$ cat src/rtl/p_cacheline_burst_adapter.sv
// Cache-line to memory-burst adapter: splits 256-bit line reads/writes from the
// cache pmem port into four 64-bit beats on the physical memory bus.
module p_cacheline_burst_adapter #(
    parameter int s_line    = 256,
    parameter int s_burst   = 64,
    parameter int s_offset  = 5,
    parameter int num_beats = s_line / s_burst
) (
    input  logic                clk,
    input  logic                rst,
    input  logic [s_line-1:0]   line_i,
    output logic [s_line-1:0]   line_o,
    input  logic [31:0]         address_i,
    input  logic                read_i,
    input  logic                write_i,
    output logic                resp_o,
    input  logic [s_burst-1:0]  burst_i,
    output logic [s_burst-1:0]  burst_o,
    output logic [31:0]         address_o,
    output logic                read_o,
    output logic                write_o,
    input  logic                resp_i
);

    localparam int cnt_w = (num_beats > 1) ? $clog2(num_beats) : 1;
    localparam logic [31:0] addr_mask = ~((32'd1 << s_offset) - 32'd1);

    typedef enum logic [1:0] {IDLE, READ, WRITE, DONE} state_t;

    state_t             state_reg, state_next;
    logic [cnt_w-1:0]   cnt_reg;
    logic [31:0]        addr_reg;
    logic [s_line-1:0]  wbuf_reg;
    logic [s_burst-1:0] rbeat_reg [num_beats];
    logic [s_burst-1:0] wbeat     [num_beats];
    logic               beat_last;

    assign beat_last = resp_i && (cnt_reg == cnt_w'(num_beats - 1));

    // Per-beat views of the write buffer and per-beat read capture registers.
    for (genvar gi = 0; gi < num_beats; gi++) begin : g_beat
        assign wbeat[gi] = wbuf_reg[gi*s_burst +: s_burst];
        assign line_o[gi*s_burst +: s_burst] = rbeat_reg[gi];

        always_ff @(posedge clk) begin
            if (!rst) begin
                rbeat_reg[gi] <= '0;
            end else if (state_reg == READ && resp_i && cnt_reg == cnt_w'(gi)) begin
                rbeat_reg[gi] <= burst_i;
            end
        end
    end

    always_ff @(posedge clk) begin
        if (!rst) begin
            state_reg <= IDLE;
        end else begin
            state_reg <= state_next;
        end
    end

    always_comb begin
        state_next = state_reg;
        case (state_reg)
            IDLE: begin
                // A simultaneous read and write is resolved as a write.
                if (write_i)     state_next = WRITE;
                else if (read_i) state_next = READ;
            end
            READ:    if (beat_last) state_next = DONE;
            WRITE:   if (beat_last) state_next = DONE;
            DONE:    state_next = IDLE;
            default: state_next = IDLE;
        endcase
    end

    always_ff @(posedge clk) begin
        if (!rst) begin
            cnt_reg  <= '0;
            addr_reg <= '0;
            wbuf_reg <= '0;
        end else begin
            case (state_reg)
                IDLE: begin
                    if (write_i) wbuf_reg <= line_i;
                    if (write_i || read_i) addr_reg <= address_i & addr_mask;
                end
                READ, WRITE: begin
                    // Power-of-two beat count lets the counter wrap to 0 on its own.
                    if (resp_i) cnt_reg <= cnt_reg + 1'b1;
                end
                default: ;
            endcase
        end
    end

    always_comb begin
        read_o    = (state_reg == READ);
        write_o   = (state_reg == WRITE);
        resp_o    = (state_reg == DONE);
        address_o = addr_reg;
        burst_o   = (state_reg == WRITE) ? wbeat[cnt_reg] : '0;
    end

endmodule

$ cat config.mk
export PLATFORM = sky130hd
export DESIGN_NAME = p_cacheline_burst_adapter
export DESIGN_NICKNAME = d
export VERILOG_FILES = /design/src/rtl/p_cacheline_burst_adapter.sv
export SDC_FILE = /design/constraint.sdc
export NUM_CORES = 1
export LEC_CHECK = 0
export CAP_MARGIN = 20
export CORE_ASPECT_RATIO = 1.4
export CORE_MARGIN = 10
export CORE_UTILIZATION = 33
export DETAILED_ROUTE_END_ITERATION = 6
export DONT_BUFFER_PORTS = 1
export PLACE_DENSITY = 0.59
export RECOVER_POWER = 100
export SKIP_CTS_REPAIR_TIMING = 1
export SYNTH_ARGS = -nofsm -noshare
export SYNTH_HDL_FRONTEND = slang
export SYNTH_SLANG_ARGS = --single-unit
export TNS_END_PERCENT = 50
$ cat constraint.sdc
create_clock -name clk -period 3.15 [get_ports clk]
set_input_delay 0.1575 -clock clk [delete_from_list [all_inputs] [get_ports clk]]
set_output_delay 0.1575 -clock clk [all_outputs]
set_load 0.01 [all_outputs]
=== Word level (Yosys, flattened, before mapping) ===
Memory sizes are Yosys's and may differ from the RTL's.
Index checks and enable logic that the tools add are counted.

* Register bits after elaboration: 287
* RAM bits: 256
* Input bits: 357
* Output and inout bits: 355
* Word-level logic and storage cells: 59
* Memories kept: 1

* Add/subtract/negate cells: 1
* Magnitude comparators: 1
* Eq/ne operators: 8
* Muxes and demuxes: 25
* Bitwise gates (word level): 5
* Reduce and logical (&&, ||, !) cells: 14

{| class="wikitable"
|+ Memories
! name !! words !! width !! rd ports !! clocked after memory_dff !! wr ports !! RTL line !! source
|-
| rbeat_reg || 4 || 64 || 4 || 0 || 4 || 34 || <nowiki>logic [s_burst-1:0] rbeat_reg [num_beats];</nowiki>
|}

{| class="wikitable"
|+ Operator list
! operator !! number
|-
| two-way mux 64 bit || 7
|-
| binary-select mux 64 bit (select 2 bit) || 1
|-
| two-way mux 1 bit || 13
|-
| equality test 2 bit, second input constant || 4
|-
| AND reduction 2 bit || 4
|-
| logical AND 1 bit || 6
|-
| two-way mux 2 bit || 3
|-
| one-hot mux 2 bit (3 select lines) || 1
|-
| equality test 2 x 1 -> 1 bit, second input constant || 2
|-
| logical NOT 2 bit || 2
|-
| bitwise OR 1 bit || 4
|-
| >= comparator 3 bit, second input constant || 1
|-
| inequality test 3 bit, second input constant || 1
|-
| NOT 2 -> 3 bit || 1
|-
| adder 2 x 1 -> 2 bit, second input constant || 1
|-
| inequality test 2 x 1 -> 1 bit, second input constant || 1
|-
| OR reduction 2 bit || 1
|-
| logical OR 1 bit || 1
|}

=== Logic depth before layout (Yosys ltp) ===
* Word-level depth: 7
* Mapped depth: 8
* Gate-level depth less buffers: 5

=== Worst setup path after synthesis ===
No wires, ideal clock.

* Kind: flip-flop to flip-flop
* Start point: register cnt_reg[1]
* End point: memory rbeat_reg[1][0] (enable)
* Setup time: 0.690 ns
* Arrival: 2.133 ns
* Slack: 0.327 ns
* Cell stages (with the launch flop): 7
* Period minus slack after synthesis: 2.823 ns
* Path through: dfxtp_1 -> buf_2 -> buf_2 -> inv_1 -> ha_1 -> nand2_1 -> nand2_1

{| class="wikitable"
|+ RTL lines
! element !! RTL line !! source
|-
| start, declared || 31 || <nowiki>logic [cnt_w-1:0] cnt_reg;</nowiki>
|-
| start signal, assigned || 90 || <nowiki>if (resp_i) cnt_reg <= cnt_reg + 1'b1;</nowiki>
|-
| end, declared || 34 ||
|}

=== Worst setup path in the final report ===
* Start point: register cnt_reg[1]
* End point: output burst_o[20]

* Cells in the longest elaborated chain, start to end: 5

{| class="wikitable"
|+ Ends and longest elaborated chain
! element !! RTL line !! source
|-
| NOT 2 -> 3 bit (not written as such) || 102 || <nowiki>burst_o = (state_reg == WRITE) ? wbeat[cnt_reg] : '0;</nowiki>
|-
| binary-select mux 64 bit (select 2 bit) || 102 ||
|-
| two-way mux 64 bit (not written as such) (2 in a row) || 102 ||
|-
| two-way mux 64 bit || 102 ||
|-
| end, declared || 18 || <nowiki>output logic [s_burst-1:0] burst_o,</nowiki>
|}

Every way passes these cells. The select of a mux whose other input is x is not followed.

==> run_summary.xml <==
<?xml version="1.0" encoding="UTF-8"?>
<metrics>
  <group name="placed_design">
    <metric name="io_buffer_count" unit="">0</metric>
    <metric name="place_ws" unit="ps">830.7</metric>
    <metric name="gpl_wtd_cong" unit="">0.8653</metric>
    <metric name="detailedPlacementHpwl" unit="um">52540</metric>
    <metric name="postPlaceCellArea" unit="um2">22940</metric>
  </group>
  <group name="critical_path">
    <metric name="cp-start-kind" unit="">register</metric>
    <metric name="timing.setup.critical_path_class" unit="">register to output port</metric>
    <metric name="worst-path-buf-inv" unit="">1</metric>
    <metric name="cp_cell_sequence" unit="">buf_4 -&gt; mux4_2 -&gt; and2_0</metric>
    <metric name="critical_path_peak_fanout" unit="">28</metric>
    <metric name="critPathRequiredTime" unit="ps">2990</metric>
    <metric name="timing.critical_path.slowest_stage_cell" unit="">sky130_fd_sc_hd__dfxtp_1</metric>
    <metric name="critical-path-max-stage-delay" unit="ps">810</metric>
    <metric name="worst_setup_path_end_kind" unit="">output port</metric>
    <metric name="critical_path_arrival" unit="ps">2690</metric>
    <metric name="crit_family" unit="">flip-flops</metric>
  </group>
  <group name="synth">
    <metric name="syn_avg_cell_area" unit="um2">11.26</metric>
    <metric name="ys_seq_area_share" unit="%">60.44</metric>
    <metric name="post_synth_inst_count" unit="">1974</metric>
    <metric name="postSynth.topFlopCell" unit="">sky130_fd_sc_hd__dfxtp_1</metric>
    <metric name="netlist_area" unit="um2">22230</metric>
    <metric name="synth-seq-cells" unit="">543</metric>
    <metric name="yosys_warnings" unit="">0</metric>
    <metric name="post_synth_num_cell_types" unit="">26</metric>
    <metric name="synth-edff-count" unit="">256</metric>
    <metric name="ys_async_sr_fraction" unit="%">0</metric>
  </group>
  <group name="drt">
    <metric name="dr.pass1.iters" unit="">5</metric>
    <metric name="ant_nets" unit="">0</metric>
    <metric name="detailedRoute.firstIterationViolations" unit="">984</metric>
    <metric name="num_vias" unit="">16130</metric>
    <metric name="routed_wire_length_per_instance" unit="um">23.99</metric>
    <metric name="vias_per_cell" unit="">5.010</metric>
    <metric name="detail_route.wirelength" unit="um">77220</metric>
    <metric name="post-route-drc-count" unit="">0</metric>
  </group>
  <group name="clock_network">
    <metric name="cts-root-to-sink-buffers" unit="">3</metric>
    <metric name="cts-root-buf" unit="">sky130_fd_sc_hd__clkbuf_16</metric>
    <metric name="skew_pair_late_insertion_delay" unit="ps">580</metric>
    <metric name="clk_pin_slew_worst_paths" unit="ps">60</metric>
    <metric name="cts-buffers-inserted" unit="">53</metric>
    <metric name="htree_num_levels" unit="">2</metric>
    <metric name="cts_tree" unit="">done</metric>
    <metric name="clock_sink_count" unit="">543</metric>
  </group>
  <group name="die">
    <metric name="rows" unit="">112</metric>
    <metric name="die_h" unit="um">327.1</metric>
    <metric name="initial_core_util" unit="%">33.32</metric>
    <metric name="overall_die_area" unit="um2">78280</metric>
    <metric name="die_width" unit="um">239.3</metric>
    <metric name="core_region_area" unit="um2">66700</metric>
    <metric name="io-pin-count" unit="">712</metric>
  </group>
  <group name="timing">
    <metric name="setup_repair_after_global_routing_missed_its_margin" unit="">no</metric>
    <metric name="setup-tns-final" unit="ps">0</metric>
    <metric name="slew_violations" unit="">0</metric>
    <metric name="fmax" unit="MHz">351.7</metric>
    <metric name="fin_crit_sh" unit="%">90.25</metric>
    <metric name="final_hold_viol_count" unit="">0</metric>
    <metric name="worst_slack" unit="ps">307.0</metric>
    <metric name="setup-violations-final" unit="">0</metric>
    <metric name="post-route-min-period" unit="ps">2843</metric>
    <metric name="maxSlewHeadroom" unit="%">23.48</metric>
    <metric name="worst_clock_skew" unit="ps">10.32</metric>
    <metric name="worst_slew_pin_slew" unit="ps">1148</metric>
    <metric name="holdWs" unit="ps">2.211</metric>
  </group>
  <group name="grt">
    <metric name="total_overflow_reported_by_the_global_router" unit="">0</metric>
    <metric name="antenna_found_initial" unit="">15</metric>
    <metric name="number_of_global_route_vias_before_repair" unit="">14370</metric>
    <metric name="grt_first_pass_wirelength" unit="um">99020</metric>
    <metric name="largest_net_degree_at_the_start_of_global_routing" unit="">298</metric>
    <metric name="grt_usage" unit="%">17.00</metric>
  </group>
  <group name="pwr">
    <metric name="power.leakage" unit="uW">0.01045</metric>
    <metric name="power.density" unit="nW/um2">690.5</metric>
    <metric name="ir_worst_vdd" unit="mV">0.4855</metric>
  </group>
  <group name="final_layout">
    <metric name="num-nets-final" unit="">2677</metric>
    <metric name="syn_to_final_growth" unit="%">28.99</metric>
    <metric name="layout.core_utilization" unit="%">42.98</metric>
    <metric name="fillerInstances" unit="">5989</metric>
    <metric name="final_design_area_no_fill" unit="um2">28670</metric>
    <metric name="layout-drive-gt1-share" unit="%">7.653</metric>
  </group>
  <group name="min_path">
    <metric name="hold_path_class" unit="">input pin to register</metric>
  </group>
  <group name="run_status">
    <metric name="run_status" unit="">finished, final reports clean</metric>
  </group>
  <group name="flow_run">
    <metric name="maxCapViolations" unit="">0</metric>
  </group>
</metrics>
worst min-delay path: stages:
cell and delay (ps):
sky130_fd_sc_hd__nor2_1 80, sky130_fd_sc_hd__a22oi_1 140, sky130_fd_sc_hd__mux2i_1 140
layout make-up:
type | count | area (um2) | area share, %
flip-flops and latches | 543 | 13440 | 46.87
multi-input cells | 1281 | 8035 | 28.03
repair buffers | 428 | 4337 | 15.13
clock buffers | 67 | 1409 | 4.914
well taps | 855 | 1070 | 3.732
clock inverters | 29 | 336.6 | 1.174
diodes | 12 | 30.03 | 0.1047
inverters | 4 | 15.01 | 0.05237
synth_stat cells, types with 2 or more instances:
master                     number  area (um2)
sky130_fd_sc_hd__edfxtp_1     256        7687
sky130_fd_sc_hd__buf_6          5       56.30
sky130_fd_sc_hd__dfxtp_1      287        5746
sky130_fd_sc_hd__mux4_2        64        1441
sky130_fd_sc_hd__nand2_1      582        2185
sky130_fd_sc_hd__mux2i_1        2       20.02
sky130_fd_sc_hd__and2_1       323        2021
sky130_fd_sc_hd__inv_1          4       15.01
sky130_fd_sc_hd__a21boi_0     252        1892
sky130_fd_sc_hd__clkbuf_2      22       110.1
sky130_fd_sc_hd__and3_1         4       25.02
sky130_fd_sc_hd__ha_1           9       112.6
sky130_fd_sc_hd__a21boi_1      32       240.2
sky130_fd_sc_hd__buf_4         32       240.2
sky130_fd_sc_hd__clkbuf_1      60       225.2
sky130_fd_sc_hd__buf_1          7       26.28
sky130_fd_sc_hd__buf_2         24       120.1
per-layer routing:
metal	global-route usage [%]	wire length [um]
met4	5.145	2883
met5	0	20
met2	29.81	38540
met3	7.530	7361
met1	17.99	28410
worst paths after layout:
check                                   start             to  slack, ps  cells past startpoint
worst max register to register   state_reg[0]  wbuf_reg[230]        320                      7
worst max-delay path               cnt_reg[1]    burst_o[20]        310                      3
worst min-delay path                   read_i   state_reg[1]          2                      3
worst min register to register  wbuf_reg[167]  wbuf_reg[167]        460                      2
placed cells by master (no fill, tap or decap), types with 2 or more instances in the layout:
| cell | instances |
|---|---|
| sky130_fd_sc_hd__a21boi_0 | 284 |
| sky130_fd_sc_hd__and2_0 | 164 |
| sky130_fd_sc_hd__and2_1 | 158 |
| sky130_fd_sc_hd__and3_1 | 2 |
| sky130_fd_sc_hd__and3_2 | 2 |
| sky130_fd_sc_hd__buf_12 | 9 |
| sky130_fd_sc_hd__buf_4 | 10 |
| sky130_fd_sc_hd__bufinv_16 | 7 |
| sky130_fd_sc_hd__clkbuf_1 | 13 |
| sky130_fd_sc_hd__clkbuf_16 | 53 |
| sky130_fd_sc_hd__clkbuf_2 | 3 |
| sky130_fd_sc_hd__clkbuf_4 | 3 |
| sky130_fd_sc_hd__clkbuf_8 | 3 |
| sky130_fd_sc_hd__clkinv_1 | 6 |
| sky130_fd_sc_hd__clkinv_2 | 8 |
| sky130_fd_sc_hd__clkinv_4 | 2 |
| sky130_fd_sc_hd__clkinvlp_4 | 2 |
| sky130_fd_sc_hd__conb_1 | 5 |
| sky130_fd_sc_hd__dfxtp_1 | 286 |
| sky130_fd_sc_hd__diode_2 | 12 |
| sky130_fd_sc_hd__dlygate4sd3_1 | 399 |
| sky130_fd_sc_hd__edfxtp_1 | 256 |
| sky130_fd_sc_hd__ha_1 | 8 |
| sky130_fd_sc_hd__inv_1 | 4 |
| sky130_fd_sc_hd__inv_6 | 3 |
| sky130_fd_sc_hd__mux2i_1 | 2 |
| sky130_fd_sc_hd__mux4_2 | 64 |
| sky130_fd_sc_hd__nand2_1 | 579 |
| sky130_fd_sc_hd__nand2_2 | 2 |
through the flow:
| stage | total power [uW] | cells |
|---|---|---|
| after global routing | 20660 | 3215 |
| after CTS | 19270 | 2806 |
| after global placement | 12670 | 2710 |
| after detailed placement | 12830 | 2710 |
| final | 19800 | 3219 |
| after floorplan | 11700 | 1978 |
where the power goes:
part / internal [uW] / leakage, uW / switching [uW] / total (uW)
Combinational: 1680 / 0.00459 / 2570 / 4250
Clock: 3740 / 0.000850 / 2740 / 6480
Sequential: 8330 / 0.00501 / 729 / 9060
Total: 13800 / 0.0104 / 6040 / 19800
cells by family (layout without fill, tap and decap cells):
family / Yosys count / in the layout / share of synthesized area [%]
flops: 543 / 543 / 60.44
buf+inv: 154 / 528 / 3.569
mux: 67 / 67 / 6.626
other cells: 1 / 17 / 0.01687
xor+xnor: 1 / 1 / 0.03941
simple gates: 911 / 911 / 19.07
fa+ha+maj: 9 / 9 / 0.5067
compound gates: 288 / 288 / 9.733
Note: power is estimated with default switching activity, not from simulation.
